### src/rtl/spi_mode0_slave_rx_if.sv
// SPI receive-slave bundle: the three SPI wire inputs from the master plus the
// received-word valid/ready stream and the status flags.
`timescale 1ns/1ps
interface spi_mode0_slave_rx_if #(
  parameter int DATA_W = 8
);
  logic              sclk;
  logic              mosi;
  logic              cs_n;
  logic [DATA_W-1:0] rx_data;
  logic              rx_valid;
  logic              rx_ready;
  logic              busy;
  logic              frame_err;
  logic              overrun;

  // Receiver side: samples the SPI lines and produces the word stream.
  modport slave (
    input  sclk, mosi, cs_n, rx_ready,
    output rx_data, rx_valid, busy, frame_err, overrun
  );

  // Driver/consumer side: drives the SPI lines and accepts words.
  modport master (
    output sclk, mosi, cs_n, rx_ready,
    input  rx_data, rx_valid, busy, frame_err, overrun
  );
endinterface

### src/rtl/spi_mode0_slave_rx.sv
// SPI mode-0 (CPOL=0, CPHA=0) receive-only slave. The SPI lines are
// oversampled in the clk domain through equal-depth synchronizers, SCLK rising
// edges shift MOSI into a word register, and completed words are presented on
// a single-entry valid/ready holding register.
`timescale 1ns/1ps
module spi_mode0_slave_rx #(
  parameter int DATA_W      = 8,
  parameter bit LSB_FIRST   = 1'b1,
  parameter int SYNC_STAGES = 2
) (
  input  logic                 clk,
  input  logic                 rst_n,
  spi_mode0_slave_rx_if.slave  bus
);

  localparam int CNT_W = (DATA_W > 1) ? $clog2(DATA_W) : 1;
  localparam logic [CNT_W-1:0] CNT_LAST = CNT_W'(DATA_W - 1);
  localparam logic [CNT_W-1:0] CNT_ZERO = {CNT_W{1'b0}};
  localparam logic [CNT_W-1:0] CNT_ONE  = CNT_W'(1);

  typedef enum logic [0:0] {
    ST_IDLE   = 1'b0,
    ST_ACTIVE = 1'b1
  } state_e;

  // Synchronizer chains; the last stage is the usable synchronized value.
  logic [SYNC_STAGES-1:0] sclk_sync_q;
  logic [SYNC_STAGES-1:0] mosi_sync_q;
  logic [SYNC_STAGES-1:0] cs_n_sync_q;
  logic                   sclk_prev_q;

  logic sclk_s;
  logic mosi_s;
  logic cs_n_s;
  logic rise_s;

  state_e state_q, state_d;

  logic [CNT_W-1:0]  bit_cnt_q, bit_cnt_d;
  logic [DATA_W-1:0] shift_q, shift_d;
  logic [DATA_W-1:0] shifted_s;
  logic [DATA_W-1:0] rx_data_q, rx_data_d;
  logic              rx_valid_q, rx_valid_d;
  logic              busy_q;
  logic              frame_err_q, frame_err_d;
  logic              overrun_q, overrun_d;

  assign sclk_s = sclk_sync_q[SYNC_STAGES-1];
  assign mosi_s = mosi_sync_q[SYNC_STAGES-1];
  assign cs_n_s = cs_n_sync_q[SYNC_STAGES-1];
  assign rise_s = sclk_s & ~sclk_prev_q;

  // Shift register contents after absorbing the current synchronized MOSI bit.
  always_comb begin
    shifted_s = shift_q;
    if (LSB_FIRST) begin
      shifted_s = {mosi_s, shift_q[DATA_W-1:1]};
    end else begin
      shifted_s = {shift_q[DATA_W-2:0], mosi_s};
    end
  end

  // Bring the asynchronous SPI lines into the clk domain with equal delay.
  always_ff @(posedge clk or negedge rst_n) begin
    if (!rst_n) begin
      sclk_sync_q <= {SYNC_STAGES{1'b0}};
      mosi_sync_q <= {SYNC_STAGES{1'b0}};
      cs_n_sync_q <= {SYNC_STAGES{1'b1}};
      sclk_prev_q <= 1'b0;
    end else begin
      sclk_sync_q <= {sclk_sync_q[SYNC_STAGES-2:0], bus.sclk};
      mosi_sync_q <= {mosi_sync_q[SYNC_STAGES-2:0], bus.mosi};
      cs_n_sync_q <= {cs_n_sync_q[SYNC_STAGES-2:0], bus.cs_n};
      sclk_prev_q <= sclk_s;
    end
  end

  // FSM state register; busy mirrors the registered state.
  always_ff @(posedge clk or negedge rst_n) begin
    if (!rst_n) begin
      state_q <= ST_IDLE;
      busy_q  <= 1'b0;
    end else begin
      state_q <= state_d;
      busy_q  <= (state_d == ST_ACTIVE);
    end
  end

  // FSM next state: chip select alone decides between IDLE and ACTIVE.
  always_comb begin
    state_d = state_q;
    case (state_q)
      ST_IDLE: begin
        if (!cs_n_s) begin
          state_d = ST_ACTIVE;
        end else begin
          state_d = ST_IDLE;
        end
      end
      ST_ACTIVE: begin
        if (cs_n_s) begin
          state_d = ST_IDLE;
        end else begin
          state_d = ST_ACTIVE;
        end
      end
      default: begin
        state_d = ST_IDLE;
      end
    endcase
  end

  // FSM outputs: bit sampling, word completion, holding-register handshake.
  always_comb begin
    shift_d     = shift_q;
    bit_cnt_d   = bit_cnt_q;
    rx_data_d   = rx_data_q;
    rx_valid_d  = rx_valid_q;
    frame_err_d = 1'b0;
    overrun_d   = 1'b0;

    // A consumed word frees the holding register; a completion below may refill it.
    if (rx_valid_q && bus.rx_ready) begin
      rx_valid_d = 1'b0;
    end else begin
      rx_valid_d = rx_valid_q;
    end

    case (state_q)
      ST_IDLE: begin
        if (!cs_n_s) begin
          shift_d   = {DATA_W{1'b0}};
          bit_cnt_d = CNT_ZERO;
        end else begin
          shift_d   = shift_q;
          bit_cnt_d = bit_cnt_q;
        end
      end
      ST_ACTIVE: begin
        if (cs_n_s) begin
          // CS deassert wins over a simultaneous rise; partial words are discarded.
          shift_d     = {DATA_W{1'b0}};
          bit_cnt_d   = CNT_ZERO;
          frame_err_d = (bit_cnt_q != CNT_ZERO);
        end else if (rise_s) begin
          shift_d = shifted_s;
          if (bit_cnt_q == CNT_LAST) begin
            bit_cnt_d = CNT_ZERO;
            if (!rx_valid_q || bus.rx_ready) begin
              rx_data_d  = shifted_s;
              rx_valid_d = 1'b1;
            end else begin
              // Holding register still owned by the consumer: drop the new word.
              overrun_d = 1'b1;
            end
          end else begin
            bit_cnt_d = bit_cnt_q + CNT_ONE;
          end
        end else begin
          shift_d   = shift_q;
          bit_cnt_d = bit_cnt_q;
        end
      end
      default: begin
        shift_d   = {DATA_W{1'b0}};
        bit_cnt_d = CNT_ZERO;
      end
    endcase
  end

  // Datapath and output registers.
  always_ff @(posedge clk or negedge rst_n) begin
    if (!rst_n) begin
      shift_q     <= {DATA_W{1'b0}};
      bit_cnt_q   <= CNT_ZERO;
      rx_data_q   <= {DATA_W{1'b0}};
      rx_valid_q  <= 1'b0;
      frame_err_q <= 1'b0;
      overrun_q   <= 1'b0;
    end else begin
      shift_q     <= shift_d;
      bit_cnt_q   <= bit_cnt_d;
      rx_data_q   <= rx_data_d;
      rx_valid_q  <= rx_valid_d;
      frame_err_q <= frame_err_d;
      overrun_q   <= overrun_d;
    end
  end

  assign bus.rx_data   = rx_data_q;
  assign bus.rx_valid  = rx_valid_q;
  assign bus.busy      = busy_q;
  assign bus.frame_err = frame_err_q;
  assign bus.overrun   = overrun_q;

endmodule

### src/flat_wrapper.sv
// flat-port wrapper written by rule: the top's interface ports become plain ports
module spi_mode0_slave_rx_flat 
#(
  parameter int DATA_W      = 8,
  parameter bit LSB_FIRST   = 1'b1,
  parameter int SYNC_STAGES = 2
)
  (clk, rst_n, bus_sclk, bus_mosi, bus_cs_n, bus_rx_ready, bus_rx_data, bus_rx_valid, bus_busy, bus_frame_err, bus_overrun);
  spi_mode0_slave_rx_if #(.DATA_W(DATA_W)) bus_i ();
  input  logic clk;
  input  logic rst_n;
  input wire logic [$bits(bus_i.sclk)-1:0] bus_sclk;
  input wire logic [$bits(bus_i.mosi)-1:0] bus_mosi;
  input wire logic [$bits(bus_i.cs_n)-1:0] bus_cs_n;
  input wire logic [$bits(bus_i.rx_ready)-1:0] bus_rx_ready;
  output wire logic [$bits(bus_i.rx_data)-1:0] bus_rx_data;
  output wire logic [$bits(bus_i.rx_valid)-1:0] bus_rx_valid;
  output wire logic [$bits(bus_i.busy)-1:0] bus_busy;
  output wire logic [$bits(bus_i.frame_err)-1:0] bus_frame_err;
  output wire logic [$bits(bus_i.overrun)-1:0] bus_overrun;
  assign bus_i.sclk = bus_sclk;
  assign bus_i.mosi = bus_mosi;
  assign bus_i.cs_n = bus_cs_n;
  assign bus_i.rx_ready = bus_rx_ready;
  assign bus_rx_data = bus_i.rx_data;
  assign bus_rx_valid = bus_i.rx_valid;
  assign bus_busy = bus_i.busy;
  assign bus_frame_err = bus_i.frame_err;
  assign bus_overrun = bus_i.overrun;
  spi_mode0_slave_rx #(.DATA_W(DATA_W), .LSB_FIRST(LSB_FIRST), .SYNC_STAGES(SYNC_STAGES)) u_core (.clk(clk), .rst_n(rst_n), .bus(bus_i));
endmodule
### config.mk
export PLATFORM = sky130hd
export DESIGN_NAME = spi_mode0_slave_rx_flat
export DESIGN_NICKNAME = d
export VERILOG_FILES = /design/src/rtl/spi_mode0_slave_rx_if.sv /design/src/rtl/spi_mode0_slave_rx.sv /design/src/flat_wrapper.sv
export SDC_FILE = /design/constraint.sdc
export NUM_CORES = 1
export LEC_CHECK = 0
export CORE_MARGIN = 3
export CORE_UTILIZATION = 50
export CTS_CLUSTER_DIAMETER = 80
export CTS_CLUSTER_SIZE = 30
export DETAILED_ROUTE_END_ITERATION = 12
export DONT_BUFFER_PORTS = 1
export SETUP_SLACK_MARGIN = 0.5
export SKIP_CTS_REPAIR_TIMING = 1
export SYNTH_ARGS = -nofsm -noshare
export SYNTH_HDL_FRONTEND = slang
export SYNTH_SLANG_ARGS = --single-unit
export TNS_END_PERCENT = 20
### constraint.sdc
create_clock -name clk -period 2.4 [get_ports clk]
set_clock_uncertainty 0.15 [all_clocks]
set_input_delay 0.48 -clock clk [delete_from_list [all_inputs] [get_ports clk]]
set_output_delay 0.48 -clock clk [all_outputs]
set_load 0.005 [all_outputs]
==> reports/metrics.cfg, run 1 <==
[floorplan]
rows = 15
fp.dieH_um = 51.9
start_util_pct = 56.8
core_um2 = 1860
die-area_um2 = 2700
io_pins = 18
die_w_um = 51.9

[finish]
fin_cells = 102
final_common_cell = dfrtp_1
diodes = 0
layout-drive-gt1-share_pct = 26.0
final_cell_mix = dfrtp_1, a22o_1, mux2_2, clkbuf_4, inv_1
fin_nets = 86
final.fill_count = 128
syn_to_final_growth_pct = 11.5

[clocking]
clk_pin_slew_ps = 80
cts_buffer_depth = 2
htreeDepth = 2
clock-sinks = 29
clockRootBuffer = clkbuf_4
worst_skew_pair.late_latency_ps = 310
cts_made_buffers = 5
cts_tree = built

[routing]
drc = 0
routedWlPerCell_um = 14.9
ant_nets = 0
drtPass1Iterations = 4
via_count = 555
drtIter0Drc = 6
finalWirelength_um = 1520
via_per_inst = 5.44

[critical_path]
crit_path_cell_trace = ha_1 -> ha_1 -> nand3_4 -> mux2_2
crit_fanout = 8
reg2reg_from = u_core.bit_cnt_q[0]
crit_required_ps = 2450
slowest_delay_ps = 410
critPathLaunch = u_core.bit_cnt_q[0]
arrival_ps = 1670
crit_path_frequent_cell = ha_1
slowest_stage = dfrtp_1
critPathCaptureType = flop
r2r_cells = 4
critPathLaunchType = flop
worst-setup-path-type = reg2reg

[timing]
fin_crit_ps = 1620
setup_violations = 0
grt_setup_unrepaired = no
hold_violations = 0
fmax_mhz = 618
setup_tns_ps = 0
slew_headroom_pct = 69.4
maxSlewViolCount = 0
tightestPinTransition_ps = 458
layout_worst_path_cycle_share_pct = 67.5

[global_route]
grt_max_degree = 30
track_usage_pct = 13.5
grt_pass1_vias = 541
grt_pass1_wl_um = 2390
gr-total-overflow = 0
antenna_found_initial = 0

[yosys]
synth.net_count = 77
syn_avg_cell_area_um2 = 15.5
ys_seq_area_share_pct = 69.0
yosys_warnings = 0
syn_inst = 68
synth_compound_area_share_pct = 9.61
synth_top_family_by_area = compound AO/OA/AOI/OAI gates
muxShareOfSynthArea_pct = 8.54
synth_cell_types = 15
synth_xor_area_share_pct = 0
synth-seq-cells = 29
synthSimpleGateAreaFrac_pct = 7.35
synthAdderAreaFrac_pct = 3.56
synthesis.area_um2 = 1050

[power_and_ir_drop]
p_per_area_nw_per_um2 = 696
p_leak_nw = 0.575
ir_drop_uv = 481
finalPower_mw = 0.818

[status]
status = finished, final reports clean

[placed_design]
dp.cells = 92
place_hpwl_um = 954
io_buffers = 0
place.gp.congestion = 0.710

[min_path]
hold_path_depth = 0
hp-start = bus_mosi
hold_class = in2reg

[run]
maxCapViolCount = 0

[worst max-delay path, delay by kind of cell, from the launching register on]
kind          cells  cell delay [ps]
fa+ha+maj         2              450
flops             1              410
mux               1              350
simple gates      1              140
[cell usage after synthesis (all sizes together)]
cell / count / share of area, %
a22o: 10 / 8.3
mux2: 8 / 8.5
buf: 1 / 0.47
dfrtp: 27 / 64
o21ai: 1 / 0.83
nor2: 2 / 0.71
inv: 4 / 1.4
dfstp: 2 / 5.0
nand3: 1 / 1.7
nor2b: 1 / 0.59
nand2: 3 / 1.1
and4bb: 1 / 1.5
ha: 3 / 3.6
nand2b: 3 / 1.8
a21oi: 1 / 0.47
[cells by family (layout without fill, tap and decap cells)]
logic type / after synthesis / after routing
muxes: 8 / 8
DFF: 29 / 29
buffers and inverters: 5 / 14
and+or+nand+nor: 11 / 11
adders and majority gates: 3 / 3
AOI/OAI and AO/OA: 12 / 12
[layout make-up]
type,count,area (um2),share of cell area [%]
clock buffer,7,55.1,4.68
tap,25,31.3,2.66
multi-input combinational,34,307,26.1
sequential,29,728,61.9
inverter,4,15.0,1.28
timing repair buffer,3,40.0,3.40
[flip-flops by register name, indices dropped and copies added (netlist names)]
name	count
u_core.shift_q	7
u_core.state_q	1
u_core.bit_cnt_q	3
u_core.bus.rx_data	8
u_core.bus.frame_err	1
u_core.sclk_sync_q	2
u_core.mosi_sync_q	2
u_core.bus.overrun	1
u_core.sclk_prev_q	1
u_core.cs_n_sync_q	2
u_core.bus.rx_valid	1
[through the flow]
step	hold WS, ps	util (%)	worst slack, ps	instance area [um2]
5_1_grt	13.3	63.3	725	1180
4_1_cts	-319	61.1	783	1140
3_5_place_dp	35.0	58.2	800	1080
6_report	40.8	63.3	781	1180
3_3_place_gp	35.0	58.2	824	1080
2_1_floorplan	34.4	-	880	1050
[report_power, final]
part           leakage, nW  switching (mW)  total (mW)  internal [mW]
Clock               0.0314           0.146       0.284          0.138
Sequential           0.384         0.00596       0.504          0.498
Combinational        0.160          0.0185      0.0303         0.0118
Total                0.575           0.170       0.818          0.648
[routing by layer]
layer / up-vias / share of wire [%] / track usage [%]
met1: 272 / 46 / 16.5
met4: 0 / 4.4 / 14.4
met5: - / 0 / 0
li1: 255 / - / -
met2: 18 / 43 / 16.9
met3: 10 / 6.5 / 5.16
[path summary, 6_finish.rpt]
kind | end | slack, ps
setup / recovery | u_core.bus.rx_data[7] | 780
hold / removal | u_core.mosi_sync_q[0] | 40
min in group asynchronous | u_core.bus.rx_data[3] | 450
hold reg to reg | u_core.mosi_sync_q[1] | 210
setup reg to reg | u_core.bus.rx_data[7] | 780
max in group asynchronous | u_core.cs_n_sync_q[0] | 1420
No activity file was read; power rests on OpenSTA's default activity.
==> run 2, diff against run 1 <==
==> constraint.sdc (replaced) <==
create_clock -name clk -period 1.63 [get_ports clk]
set_clock_uncertainty 0.15 [all_clocks]
set_input_delay 0.326 -clock clk [delete_from_list [all_inputs] [get_ports clk]]
set_output_delay 0.326 -clock clk [all_outputs]
set_load 0.005 [all_outputs]
==> run 2 against run 1 <==
  * Design area increased by 7.1%
  * Wire length increased by 11%
  * Sequential power increased by 47%
  * Critical path type unchanged
==> reports/metrics.cfg, run 2 (synthesized netlist as in run 1, its figures left out) <==
[global_route]
grt_pass1_wl_um = 2620  ; +9.2%
grt_max_degree = 30  ; unchanged
track_usage_pct = 14.9  ; +1.4 points
antenna_found_initial = 0  ; unchanged
gr-total-overflow = 0  ; unchanged
grt_pass1_vias = 543  ; +0.37%

[routing]
finalWirelength_um = 1690  ; +11%
drc = 0  ; unchanged
via_per_inst = 5.38  ; -1.1%
via_count = 581  ; +4.7%
wl_met3_um = 147  ; +48%
wl_met2_um = 695  ; +7.6%
top_layer = met4
drtIter0Drc = 0  ; -6
drtPass1Iterations = 1  ; -3
ant_nets = 0  ; unchanged
wl_met1_um = 791  ; +12%
routedWlPerCell_um = 15.6  ; +4.9%

[finish]
finish.utilization_pct = 67.8  ; +4.5 points
seqCellArea_um2 = 728  ; unchanged
final_common_cell = dfrtp_1
syn_to_final_growth_pct = 19.5
layout-drive-gt1-share_pct = 31.3  ; +5.4 points
diodes = 0  ; unchanged
multi_input_area_um2 = 352  ; +15%
final_area_um2 = 1260  ; +7.1%
fin_cells = 108  ; +5.9%
largest_reg_flops = 8  ; unchanged
final_cell_mix = dfrtp_1, a22o_1, mux2_4, clkbuf_4
fin_nets = 91  ; +5.8%
final.fill_count = 126  ; -1.6%

[placed_design]
place.gp.congestion = 0.661  ; -6.9%
place_hpwl_um = 1010  ; +6.0%
dp.cells = 93  ; +1.1%
io_buffers = 0  ; unchanged
placed_area_um2 = 1100  ; +2.1%

[timing]
layout_worst_path_cycle_share_pct = 94.5  ; +27 points
grt_setup_unrepaired = yes
hold_violations = 0  ; unchanged
fmax_mhz = 650  ; +5.2%
slew_headroom_pct = 70.4  ; +0.96 points
setup_violations = 0  ; unchanged
setup_tns_ps = 0  ; unchanged
maxSlewViolCount = 0  ; unchanged
fin_crit_ps = 1540  ; -79.6 ps
tightestPinTransition_ps = 444  ; -14.4 ps

[min_path]
hold_class = in2reg

[critical_path]
slowest_stage = dfrtp_1
crit_required_ps = 1690  ; -760 ps
arrival_ps = 1600  ; -70 ps
slowest_delay_ps = 410  ; about the same
worst-setup-path-type = reg2reg
critPathLaunchType = flop
crit_fanout = 8  ; unchanged
crit_buf_inv = 0  ; unchanged
critPathCaptureType = flop
critical_path.top_delay_family = flip-flops
timing.reg2reg.setup_slack_ps = 90  ; -690 ps
crit_path_cell_trace = ha_2 -> ha_4 -> nand3_4 -> mux2_4

[power_and_ir_drop]
p_leak_nw = 0.623  ; +8.2%
p_sw_mw = 0.282  ; +66%
switching_share_pct = 23.4  ; +2.6 points
p_comb_share_pct = 4.4  ; +0.7 points
seqPwrFrac_pct = 61.7  ; about the same
ir_drop_uv = 735  ; +53%
clockPowerShare_pct = 33.9  ; -0.8 points
p_per_area_nw_per_um2 = 955  ; +37%
intPower_mw = 0.921  ; +42%

[clocking]
cts_tree = built
htreeDepth = 2  ; unchanged
cts_buffer_depth = 2  ; unchanged
cts_made_buffers = 5  ; unchanged
clock-sinks = 29  ; unchanged
clk_pin_slew_ps = 90  ; about the same
worst_skew_pair.late_latency_ps = 320  ; about the same
clockRootBuffer = clkbuf_4

[floorplan]
die_w_um = 51.9  ; unchanged
core_um2 = 1860  ; unchanged
io_pins = 18  ; unchanged
fp.dieH_um = 51.9  ; unchanged
rows = 15  ; unchanged
start_util_pct = 56.8  ; unchanged
die-area_um2 = 2700  ; unchanged

[run]
maxCapViolCount = 0  ; unchanged

[status]
status = finished, final reports clean

run 2: worst reg2reg max path, stage by stage (launching register included):
cell and delay, ps:
dfrtp_1 410, ha_2 210, ha_4 170, nand3_4 170
mux2_4 320
run 2: power by group through the flow:
stage | combinational (mW) | clock [mW] | sequential (mW)
after CTS | 0.0240 | 0.422 | 0.743
final | 0.0528 | 0.408 | 0.742
after global placement | 0.0235 | 0 | 0.757
after floorplan | 0.0189 | 0 | 0.755
after global routing | 0.0587 | 0.461 | 0.745
after detailed placement | 0.0239 | 0 | 0.757
run 2: path summary, 6_finish.rpt:
check / end / start / cells past startpoint
worst min-delay path: u_core.bus.overrun / bus_rx_ready / 2
worst min register to register: u_core.mosi_sync_q[1] / u_core.mosi_sync_q[0] / 0
worst max-delay path: u_core.bus.rx_data[7] / u_core.bit_cnt_q[1] / 4
worst max register to register: u_core.bus.rx_data[7] / u_core.bit_cnt_q[1] / 4
max in group asynchronous: u_core.cs_n_sync_q[0] / rst_n / 2
min in group asynchronous: u_core.bus.overrun / rst_n / 2
run 2: routing by layer:
layer  GRT usage, %  vias to the layer above
met5              0                        -
met3           9.17                        6
li1               -                      265
met1           18.1                      289
met4           10.5                        0
met2           19.0                       21
run 2: stage by stage:
step / setup slack, ps / power (mW) / hold slack (ps)
after global placement: 124 / 0.780 / -119
after CTS: 89.1 / 1.19 / -485
after detailed placement: 106 / 0.781 / -119
after global routing: 56.0 / 1.26 / 107
after floorplan: 180 / 0.774 / -120
final: 90.4 / 1.20 / 123
run 2: cell type report:
type | instances | share of cell area, %
Multi-Input combinational cell | 34 | 27.9
Timing Repair Buffer | 8 | 6.55
Clock inverter | 2 | 0.794
Clock buffer | 6 | 3.28
Tap cell | 25 | 2.48
Sequential cell | 29 | 57.8
Inverter | 4 | 1.19
